File: src/rtl/sa_gemm_sequencer.sv
// Purpose: sequences one weight-stationary GEMM job (weight load, skewed activation stream, drain, done).
// Latency: first issue 1 cycle after the last weight load; out_valid[i] trails its issue by SA_SIZE+i cycles.
// Backpressure: w_valid/act_valid low stalls the load/issue; bubbles travel the skew pipe as zeros.
// Option: define SA_SEQ_KEEP_WEIGHTS_EN to add keep_weights (reuse already loaded weights, skip LOAD_W).
module sa_gemm_sequencer #(
    parameter int SA_SIZE   = 3,
    parameter int ROW_CNT_W = 8,
    localparam int IDX_W    = (SA_SIZE > 1) ? $clog2(SA_SIZE) : 1
) (
    input  logic                 clk,
    input  logic                 rst,
    input  logic                 start,
`ifdef SA_SEQ_KEEP_WEIGHTS_EN
    input  logic                 keep_weights,
`endif
    input  logic [ROW_CNT_W-1:0] num_rows,
    output logic                 busy,
    output logic                 done,
    input  logic                 w_valid,
    output logic                 w_ready,
    output logic [IDX_W-1:0]     w_row_idx,
    output logic [SA_SIZE-1:0]   sa_w_load,
    input  logic                 act_valid,
    output logic                 act_ready,
    output logic [SA_SIZE-1:0]   sa_act_en,
    output logic [SA_SIZE-1:0]   out_valid
);

    // Skew pipe taps: tap 0 is the live issue, taps 1..2*SA_SIZE-1 are registered delays.
    // The last tap feeds out_valid[SA_SIZE-1] and needs no register behind it.
    localparam int SH_W = 2 * SA_SIZE - 1;

    typedef enum logic [2:0] {
        S_IDLE,
        S_LOAD_W,
        S_STREAM,
        S_DRAIN,
        S_DONE
    } state_t;

    state_t                 r_state;
    state_t                 w_next;
    logic [ROW_CNT_W-1:0]   r_num_rows;
    logic [ROW_CNT_W-1:0]   r_issue_cnt;
    logic [IDX_W-1:0]       r_w_idx;
    logic [SH_W-1:0]        r_skew;
    logic [SH_W:0]          w_taps;
    logic                   w_w_hs;
    logic                   w_issue;
    logic                   w_last_w;
    logic                   w_last_issue;
    logic                   w_pipe_empty;
    logic                   w_skip_load;

    assign w_w_hs       = w_valid && (r_state == S_LOAD_W);
    assign w_issue      = act_valid && (r_state == S_STREAM);
    assign w_last_w     = (r_w_idx == IDX_W'(SA_SIZE - 1));
    assign w_last_issue = (r_issue_cnt == (r_num_rows - ROW_CNT_W'(1)));
    // Only the final tap may still be set: it is consumed this cycle, so the pipe is empty next cycle.
    assign w_pipe_empty = (r_skew[SH_W-2:0] == '0);
    assign w_taps       = {r_skew, w_issue};

    assign w_row_idx = r_w_idx;
    assign sa_w_load = w_w_hs ? (SA_SIZE'(1) << r_w_idx) : '0;
    assign sa_act_en = w_taps[SA_SIZE-1:0];
    assign out_valid = w_taps[2*SA_SIZE-1:SA_SIZE];

`ifdef SA_SEQ_KEEP_WEIGHTS_EN
    logic r_weights_loaded;

    // Remember that the array holds a full weight set; only reset forgets it.
    always_ff @(posedge clk or posedge rst) begin
        if (rst) begin
            r_weights_loaded <= 1'b0;
        end else if (w_w_hs && w_last_w) begin
            r_weights_loaded <= 1'b1;
        end
    end

    assign w_skip_load = keep_weights && r_weights_loaded;
`else
    assign w_skip_load = 1'b0;
`endif

    // State register.
    always_ff @(posedge clk or posedge rst) begin
        if (rst) begin
            r_state <= S_IDLE;
        end else begin
            r_state <= w_next;
        end
    end

    // Next-state and state-decoded outputs; handshakes are never open in two states at once.
    always_comb begin
        w_next    = r_state;
        busy      = 1'b1;
        done      = 1'b0;
        w_ready   = 1'b0;
        act_ready = 1'b0;
        case (r_state)
            S_IDLE: begin
                busy = 1'b0;
                if (start) begin
                    if (w_skip_load) begin
                        w_next = (num_rows == '0) ? S_DRAIN : S_STREAM;
                    end else begin
                        w_next = S_LOAD_W;
                    end
                end
            end
            S_LOAD_W: begin
                w_ready = 1'b1;
                if (w_w_hs && w_last_w) begin
                    w_next = (r_num_rows == '0) ? S_DRAIN : S_STREAM;
                end
            end
            S_STREAM: begin
                act_ready = 1'b1;
                if (w_issue && w_last_issue) begin
                    w_next = S_DRAIN;
                end
            end
            S_DRAIN: begin
                if (w_pipe_empty) begin
                    w_next = S_DONE;
                end
            end
            S_DONE: begin
                done   = 1'b1;
                w_next = S_IDLE;
            end
            default: begin
                w_next = S_IDLE;
            end
        endcase
    end

    // Job length capture, weight row index, issue counter and the issue skew pipe.
    always_ff @(posedge clk or posedge rst) begin
        if (rst) begin
            r_num_rows  <= '0;
            r_w_idx     <= '0;
            r_issue_cnt <= '0;
            r_skew      <= '0;
        end else begin
            if (r_state == S_IDLE && start) begin
                r_num_rows <= num_rows;
            end
            if (w_w_hs) begin
                r_w_idx <= w_last_w ? '0 : r_w_idx + IDX_W'(1);
            end
            if (w_issue) begin
                r_issue_cnt <= w_last_issue ? '0 : r_issue_cnt + ROW_CNT_W'(1);
            end
            r_skew <= {r_skew[SH_W-2:0], w_issue};
        end
    end

endmodule

File: config.mk
export PLATFORM = sky130hd
export DESIGN_NAME = sa_gemm_sequencer
export DESIGN_NICKNAME = d
export VERILOG_FILES = /design/src/rtl/sa_gemm_sequencer.sv
export SDC_FILE = /design/constraint.sdc
export NUM_CORES = 1
export LEC_CHECK = 0
export BUFFER_PORTS_ARGS = -buffer_cell sky130_fd_sc_hd__buf_2
export CAP_MARGIN = 20
export CORE_MARGIN = 2
export CORE_UTILIZATION = 27
export DETAILED_ROUTE_END_ITERATION = 12
export PLACE_DENSITY = 0.53
export SKIP_CTS_REPAIR_TIMING = 1
export SLEW_MARGIN = 5
export SYNTH_ARGS = -nofsm -noshare
export SYNTH_HDL_FRONTEND = slang
export SYNTH_SLANG_ARGS = --single-unit
File: constraint.sdc
create_clock -name clk -period 4.9 [get_ports clk]
set_clock_uncertainty 0.2 [all_clocks]
set_input_delay 0.49 -clock clk [delete_from_list [all_inputs] [get_ports clk]]
set_output_delay 0.49 -clock clk [all_outputs]
set_load 0.1 [all_outputs]
Word level (Yosys, flattened, before mapping):

Index checks and enable logic that the tools add are counted.

* word-level logic and storage cells: 41
* output and inout port bits: 15
* flip-flop bits (word level): 26

* equality and inequality tests: 10
* add/subtract/negate cells: 3
* multiplexer cells: 13
* reductions and logical operators: 9
* shift operators: 1

Operators with widths (number)
* 3-bit 2-to-1 mux: 5
* 3-bit one-hot mux with 4 select lines: 1
* 8-bit by 1-bit adder with 8-bit output, second input constant: 1
* 8-bit == test: 1
* 8-bit zero test: 1
* 8-bit 2-to-1 mux: 1
* 8-bit by 1-bit subtractor with 8-bit output, second input constant: 1
* 3-bit by 2-bit == test with 1-bit output, second input constant: 2
* 1-bit logical AND: 5
* 1-bit 2-to-1 mux: 5
* 4-bit zero test: 1
* 2-bit by 1-bit inequality test with 1-bit output, second input constant: 2
* 2-bit inequality test, second input constant: 2
* 4-bit AND reduction: 1
* 3-bit by 1-bit == test with 1-bit output, second input constant: 1
* 3-bit == test, second input constant: 1
* 3-bit zero test: 1
* 1-bit by 2-bit left shift with 3-bit output, first input constant: 1
* 2-bit by 1-bit adder with 2-bit output, second input constant: 1
* 2-bit == test, second input constant: 1
* 2-bit 2-to-1 mux: 1

Longest topological paths before layout:

Gate-level depths: netlist of the first run.

* depth after elaboration: 5
* gate-level depth with buffers: 7
* mapped depth without buffers: 7

Worst setup path after synthesis of the first run:

Ideal clock, no wire load.

* path type: reg-to-output
* from: register r_w_idx[0] (netlist: w_row_idx[0])
* to: output port sa_w_load[1]
* slack: 906 ps
* required time: 4210 ps
* stages on the path, launching flop included: 2
* arrival: 3304 ps
* cell sequence: dfrtp_1 nor3b_1

* word-level cells in the longest chain between the ends: 2

Ends and longest elaborated chain
* start: declaration: line 45 `logic [IDX_W-1:0] r_w_idx;`
* start signal: assignment: line 151 `r_w_idx <= w_last_w ? '0 : r_w_idx + IDX_W'(1);`
* 1-bit by 2-bit left shift with 3-bit output: line 64 `assign sa_w_load = w_w_hs ? (SA_SIZE'(1) << r_w_idx) : '0;`
* 3-bit 2-to-1 mux: line 64
* end: declaration: line 22 `output logic [SA_SIZE-1:0] sa_w_load,`

No other way between the ends.

Worst setup path in the final report of the first run:

* from: register r_state[0]
* to: output port sa_act_en[0]

* word-level cells in the longest chain between the ends: 2

Ends and longest elaborated chain
* start: declaration: line 41 `state_t r_state;`
* start signal: assignment: line 90 `r_state <= w_next;`
* 3-bit by 2-bit == test with 1-bit output: line 56 `assign w_issue = act_valid && (r_state == S_STREAM);`
* 1-bit logical AND: line 56
* end: declaration: line 25 `output logic [SA_SIZE-1:0] sa_act_en,`

No other way between the ends.

==> results of run 1 <==
-- power breakdown --
group          internal (mW)  total (mW)  switching (mW)
combinational          0.161       0.526           0.366
clock                 0.0718       0.139          0.0669
sequential             0.272       0.356          0.0843
total                  0.505        1.02           0.517
-- routing by layer --
metal / vias up / track usage (%)
met5: - / 0
met4: 0 / 5.36
met3: 4 / 2.41
met2: 17 / 18.6
met1: 516 / 13.9
li1: 501 / -
-- worst min-delay path by stage --
stage                           from  slack (ns)  cells after the start         end
final                      r_skew[2]        0.20                      0   r_skew[3]
after global routing       r_skew[2]        0.22                      0   r_skew[3]
after CTS                  r_skew[2]        0.21                      0   r_skew[3]
after detailed placement   r_skew[3]        0.19                      0   r_skew[4]
after global placement     r_skew[3]        0.18                      0   r_skew[4]
after floorplan           r_state[2]        0.31                      2  r_state[1]
-- cell type report --
type                    count  area, um^2  share of cell area, %
clock buffers               4        55.1                   3.37
flip-flops and latches     26         651                   39.9
well taps                  67        83.8                   5.14
repair buffers             29         173                   10.6
multi-input cells          92         651                   39.9
inverters                   5        18.8                   1.15
-- sequential cells by signal, indices dropped and copies added, names as in the netlist --
| name | cells |
|---|---|
| r_issue_cnt | 8 |
| r_num_rows | 8 |
| r_skew | 5 |
| r_state | 3 |
| w_row_idx | 2 |
-- stage by stage --
stage | area (um^2) | hold WS (ns)
3_3_place_gp | 1540 | 0.181
5_1_grt | 1630 | 0.220
4_1_cts | 1590 | 0.206
2_1_floorplan | 1360 | 0.309
6_report | 1630 | 0.202
3_5_place_dp | 1540 | 0.187
-- cell usage after synthesis (all sizes together) (3+ instances only) --
master	number	share of area, %
dfrtp	26	48
buf	3	1.8
nor4	3	2.5
clkbuf	3	0.92
xnor2	8	5.2
nor2	14	4.1
nand3	4	1.5
xor2	10	6.5
nand2	9	2.5
inv	5	1.4
mux2	6	5.0
a21o	3	1.7
nor3	8	3.3
nor3b	4	2.2
-- logic make-up (layout without fill, tap and decap cells) --
group / after synthesis / after routing / share of synthesized area [%]
and+or+nand+nor: 51 / 51 / 20.7
DFF: 26 / 26 / 48.0
xor gates and xnor gates: 18 / 18 / 11.6
AOI/OAI and AO/OA: 15 / 15 / 8.86
buffers and inverters: 11 / 38 / 4.06
muxes: 6 / 6 / 4.98
adders and majority gates: 2 / 2 / 1.84
==> qor.yml, run 1 <==
cts:
  clock-root-buffer: "clkbuf_8"
  cts_tree: "done"
  cts_max_level: 1
  cts_buffers: 3
  clk_path_buf_depth: 2
  insertion_delay_ns: 0.27
  cts.sinks: 26
  path_clk_slew_ns: 0.09
placed_design:
  place_congestion: 0.784
  pre_cts_ws_ns: 2.50
  placed_cells: 217
  numPortBuffers: 27
  dp_hpwl_um: 2180
critical_path:
  ff2ff_setup_slack_ns: 2.55
  critPathKind: "reg -> out"
  r2r_start: "r_state[0]"
  worstSetupStartpoint: "r_state[0]"
  cp_top_family: "buffers and inverters"
  crit_chain: "nand4bb_1 -> inv_1 -> buf_2"
  arrival_ns: 1.99
  worst-path-buf-inv: 2
  crit_fanout: 11
  critPathCaptureType: "output pin"
  critPathCapture: "sa_act_en[0]"
  cp-start-kind: "flip-flop"
  cp.required_ns: 4.21
  crit_cells: 3
  r2r_end: "r_issue_cnt[3]"
  slowest_delay_ns: 0.49
  crit_path_top_delay_cell: "dfrtp_1"
  reg2regPathDepth: 5
route:
  wire_per_inst_um: 12.8
  top_layer_used: "met4"
  met1Wirelength_um: 1210
  first_iter_violations: 44
  drc: 0
  final_antenna_net_count: 0
  detail_route.vias_per_cell: 4.65
  wl_met3_um: 131
  first_pass_iters: 4
  wirelength_um: 2850
  wl_met2_um: 1470
  vias: 1038
logic_synthesis:
  synth-seq-area-share_pct: 48.0
  synth_ff_type: "dfrtp_1"
  synth_cell_types: 37
  syn_avg_cell_area_um2: 10.5
  ys_ff_latch: 26
  netlist_instances: 129
  synth_edf_count: 0
  netlist_area_um2: 1360
  async_flop_share_pct: 100
  syn-num-nets: 144
  yosysWarningCount: 0
power:
  p_leak_nw: 0.774
  peakVddDrop_mv: 0.214
  power_mw: 1.02
  powerDensity_nw_per_um2: 626
cells_and_area:
  nNetsFinal: 172
  final_cells: 223
  drive_above_1_share_pct: 26.9
  final_util_pct: 34.1
  num-fill-cells: 481
  layout_commonest_cell: "buf_2"
  antenna_cells: 0
  final_cell_mix: "buf_2, dfrtp_1, nor2_1"
  area_delta_synth_final_pct: 20.3
global_route:
  antenna_found_initial: 0
  grt_usage_pct: 11.2
  grt_start_max_net_pins: 27
  overflow: 0
  grt_pass1_wl_um: 4740
  first_global_vias: 1024
die:
  ioPinCount: 28
  die_w_um: 74.9
  core_area_um2: 4790
  die_h_um: 74.9
  placementRows: 25
  initial_core_util_pct: 28.3
  dieArea_um2: 5610
timing:
  tightest_slew_ns: 0.481
  fin_setup_tns_ns: 0
  max-slew-margin-rel_pct: 67.7
  max_freq_mhz: 373
  rsz0062_at_grt: "false"
  hold_viol_final: 0
  drv_slew: 0
  layout_min_cycle_time_ns: 2.68
  setup_viol: 0
  min_period_over_period_pct: 54.7
  worst_slack_ns: 2.22
worst_hold_path:
  hold_path.class: "reg -> reg"
run_status:
  status: "finished clean"
run:
  maxCapViolCount: 0
Power figures use the tool's default switching activity.
==> run 2, diff against run 1 <==
--- a/config.mk
+++ b/config.mk
@@ -10,7 +10,7 @@
 export CORE_MARGIN = 2
 export CORE_UTILIZATION = 27
 export DETAILED_ROUTE_END_ITERATION = 12
-export PLACE_DENSITY = 0.53
+export PLACE_DENSITY = 0.55
 export SKIP_CTS_REPAIR_TIMING = 1
 export SLEW_MARGIN = 5
 export SYNTH_ARGS = -nofsm -noshare
==> constraint.sdc (replaced) <==
create_clock -name clk -period 2.4 [get_ports clk]
set_clock_uncertainty 0.2 [all_clocks]
set_input_delay 0.24 -clock clk [delete_from_list [all_inputs] [get_ports clk]]
set_output_delay 0.24 -clock clk [all_outputs]
set_load 0.1 [all_outputs]
==> qor.yml, run 2 (synthesized netlist as in run 1, its figures left out) <==
run_status:
  status: "finished, violations left"
  violations: "negative hold slack"
cts:
  insertion_delay_ns: 0.27  # about the same
  clock-root-buffer: "clkbuf_8"
  cts_max_level: 1  # unchanged
  clk_path_buf_depth: 2  # unchanged
  path_clk_slew_ns: 0.10  # about the same
  cts_buffers: 3  # unchanged
  cts.sinks: 26  # unchanged
  cts_tree: "done"
cells_and_area:
  final_util_pct: 37.4  # +3.3 points
  seqCellArea_um2: 651  # unchanged
  postLayoutCellArea_um2: 1790  # +9.6%
  multi_input_comb_area_um2: 693  # +6.5%
  nNetsFinal: 183  # +6.4%
  top_regs: "r_issue_cnt x8, r_num_rows x8, r_skew x5"
  layout_commonest_cell: "dfrtp_1"
  num-fill-cells: 485  # +0.83%
  area_delta_synth_final_pct: 31.8
  final_cell_mix: "dfrtp_1, buf_2, nor2_1"
  antenna_cells: 0  # unchanged
  drive_above_1_share_pct: 32.3  # +5.4 points
timing:
  max-slew-margin-rel_pct: 67.7  # about the same
  layout_min_cycle_time_ns: 2.31
  max_freq_mhz: 434
  hold_viol_final: 2  # +2
  drv_slew: 0  # unchanged
  hold_ws_ns: -0.0274  # -0.229 ns
  tightest_slew_ns: 0.488  # +0.00674 ns
  fin_setup_tns_ns: 0  # unchanged
  setup_viol: 0  # unchanged
  min_period_over_period_pct: 96.1
die:
  die_h_um: 74.9  # unchanged
  dieArea_um2: 5610  # unchanged
  die_w_um: 74.9  # unchanged
  ioPinCount: 28  # unchanged
  initial_core_util_pct: 28.3  # unchanged
  core_area_um2: 4790  # unchanged
  placementRows: 25  # unchanged
route:
  wirelength_um: 2910  # +1.9%
  first_iter_violations: 53  # +20%
  vias: 1062  # +2.3%
  final_antenna_net_count: 0  # unchanged
  drc: 0  # unchanged
  first_pass_iters: 4  # unchanged
  detail_route.vias_per_cell: 4.54  # -2.5%
  wire_per_inst_um: 12.4  # -2.9%
placed_design:
  dpl_cell_area_um2: 1630  # +5.7%
  dp_hpwl_um: 2210  # +1.6%
  place_congestion: 0.826  # +5.3%
  numPortBuffers: 27  # unchanged
worst_hold_path:
  hold_path.class: "in -> reg"
critical_path:
  crit_fanout: 8  # -3
  arrival_ns: 2.28  # +0.29 ns
  critPathCaptureType: "flip-flop"
  cp.required_ns: 2.37  # -1.84 ns
  critPathKind: "reg -> reg"
  cp-start-kind: "flip-flop"
power:
  peakVddDrop_mv: 1.28  # +500%
  p_leak_nw: 0.832  # +7.5%
  power_mw: 2.25  # +120%
  powerDensity_nw_per_um2: 1260  # +100%
global_route:
  antenna_found_initial: 0  # unchanged
  grt_start_max_net_pins: 27  # unchanged
  overflow: 0  # unchanged
  grt_usage_pct: 11.3  # +0.022 points
  first_global_vias: 1077  # +5.2%
  grt_pass1_wl_um: 4940  # +4.2%
run:
  maxCapViolCount: 0  # unchanged
==> run 2: changes by cell type in the layout (fill, tap and decap cells not counted), sizes merged <==
cell / before / now
bufinv: 0 / 1
buf: 28 / 31
clkbuf: 4 / 5
dlygate4sd3: 1 / 7
==> run 2: power by group <==
| part | internal, mW | total, mW | switching, mW |
|---|---|---|---|
| registers | 0.556 | 0.719 | 0.163 |
| clock network | 0.223 | 0.373 | 0.150 |
| logic | 0.377 | 1.16 | 0.785 |
| total | 1.16 | 2.25 | 1.10 |
==> run 2: final cells by class <==
class / count / share of cell area [%]
multi-input cells: 92 / 38.8
flip-flops and latches: 26 / 36.4
repair buffers: 40 / 15.1
well taps: 67 / 4.69
clock buffers: 3 / 2.31
clock inverters: 1 / 1.68
inverters: 5 / 1.05
==> run 2: metal layers <==
layer | GRT usage [%] | part of all wire, % | wire length [um] | vias up
li1 | - | - | - | 526
met1 | 14.7 | 46 | 1340 | 507
met2 | 19.5 | 49 | 1430 | 29
met3 | 2.81 | 4.6 | 134 | 0
met4 | 1.19 | 0 | 0 | 0
met5 | 0 | 0 | 0 | -
==> run 2: worst max-delay path, cell delays in order (launching register included) <==
cell and delay [ns]:
dfrtp_1 0.42, inv_1 0.07, ha_1 0.27, o21ba_1 0.19, a221oi_1 0.34, a41oi_1 0.16, nor4_4 0.29, buf_4 0.19
nor2_1 0.06
==> run 2: stage by stage <==
step	setup slack (ns)	instances
after floorplan	-0.373	129
after global placement	0.178	222
after detailed placement	0.0576	222
after CTS	0.00792	226
after global routing	-0.0351	234
final	0.0947	234
==> run 2: final timing paths <==
| path | from | to | slack [ns] | cells after the start |
|---|---|---|---|---|
| setup reg to reg | r_num_rows[0] | r_issue_cnt[4] | 0.09 | 8 |
| max in group asynchronous | rst | r_num_rows[2] | 1.41 | 4 |
| min in group asynchronous | rst | r_skew[3] | 0.35 | 4 |
| hold / removal | num_rows[0] | r_num_rows[0] | -0.03 | 3 |
| hold reg to reg | r_skew[2] | r_skew[3] | 0.21 | 0 |
| setup / recovery | r_num_rows[0] | r_issue_cnt[4] | 0.09 | 8 |
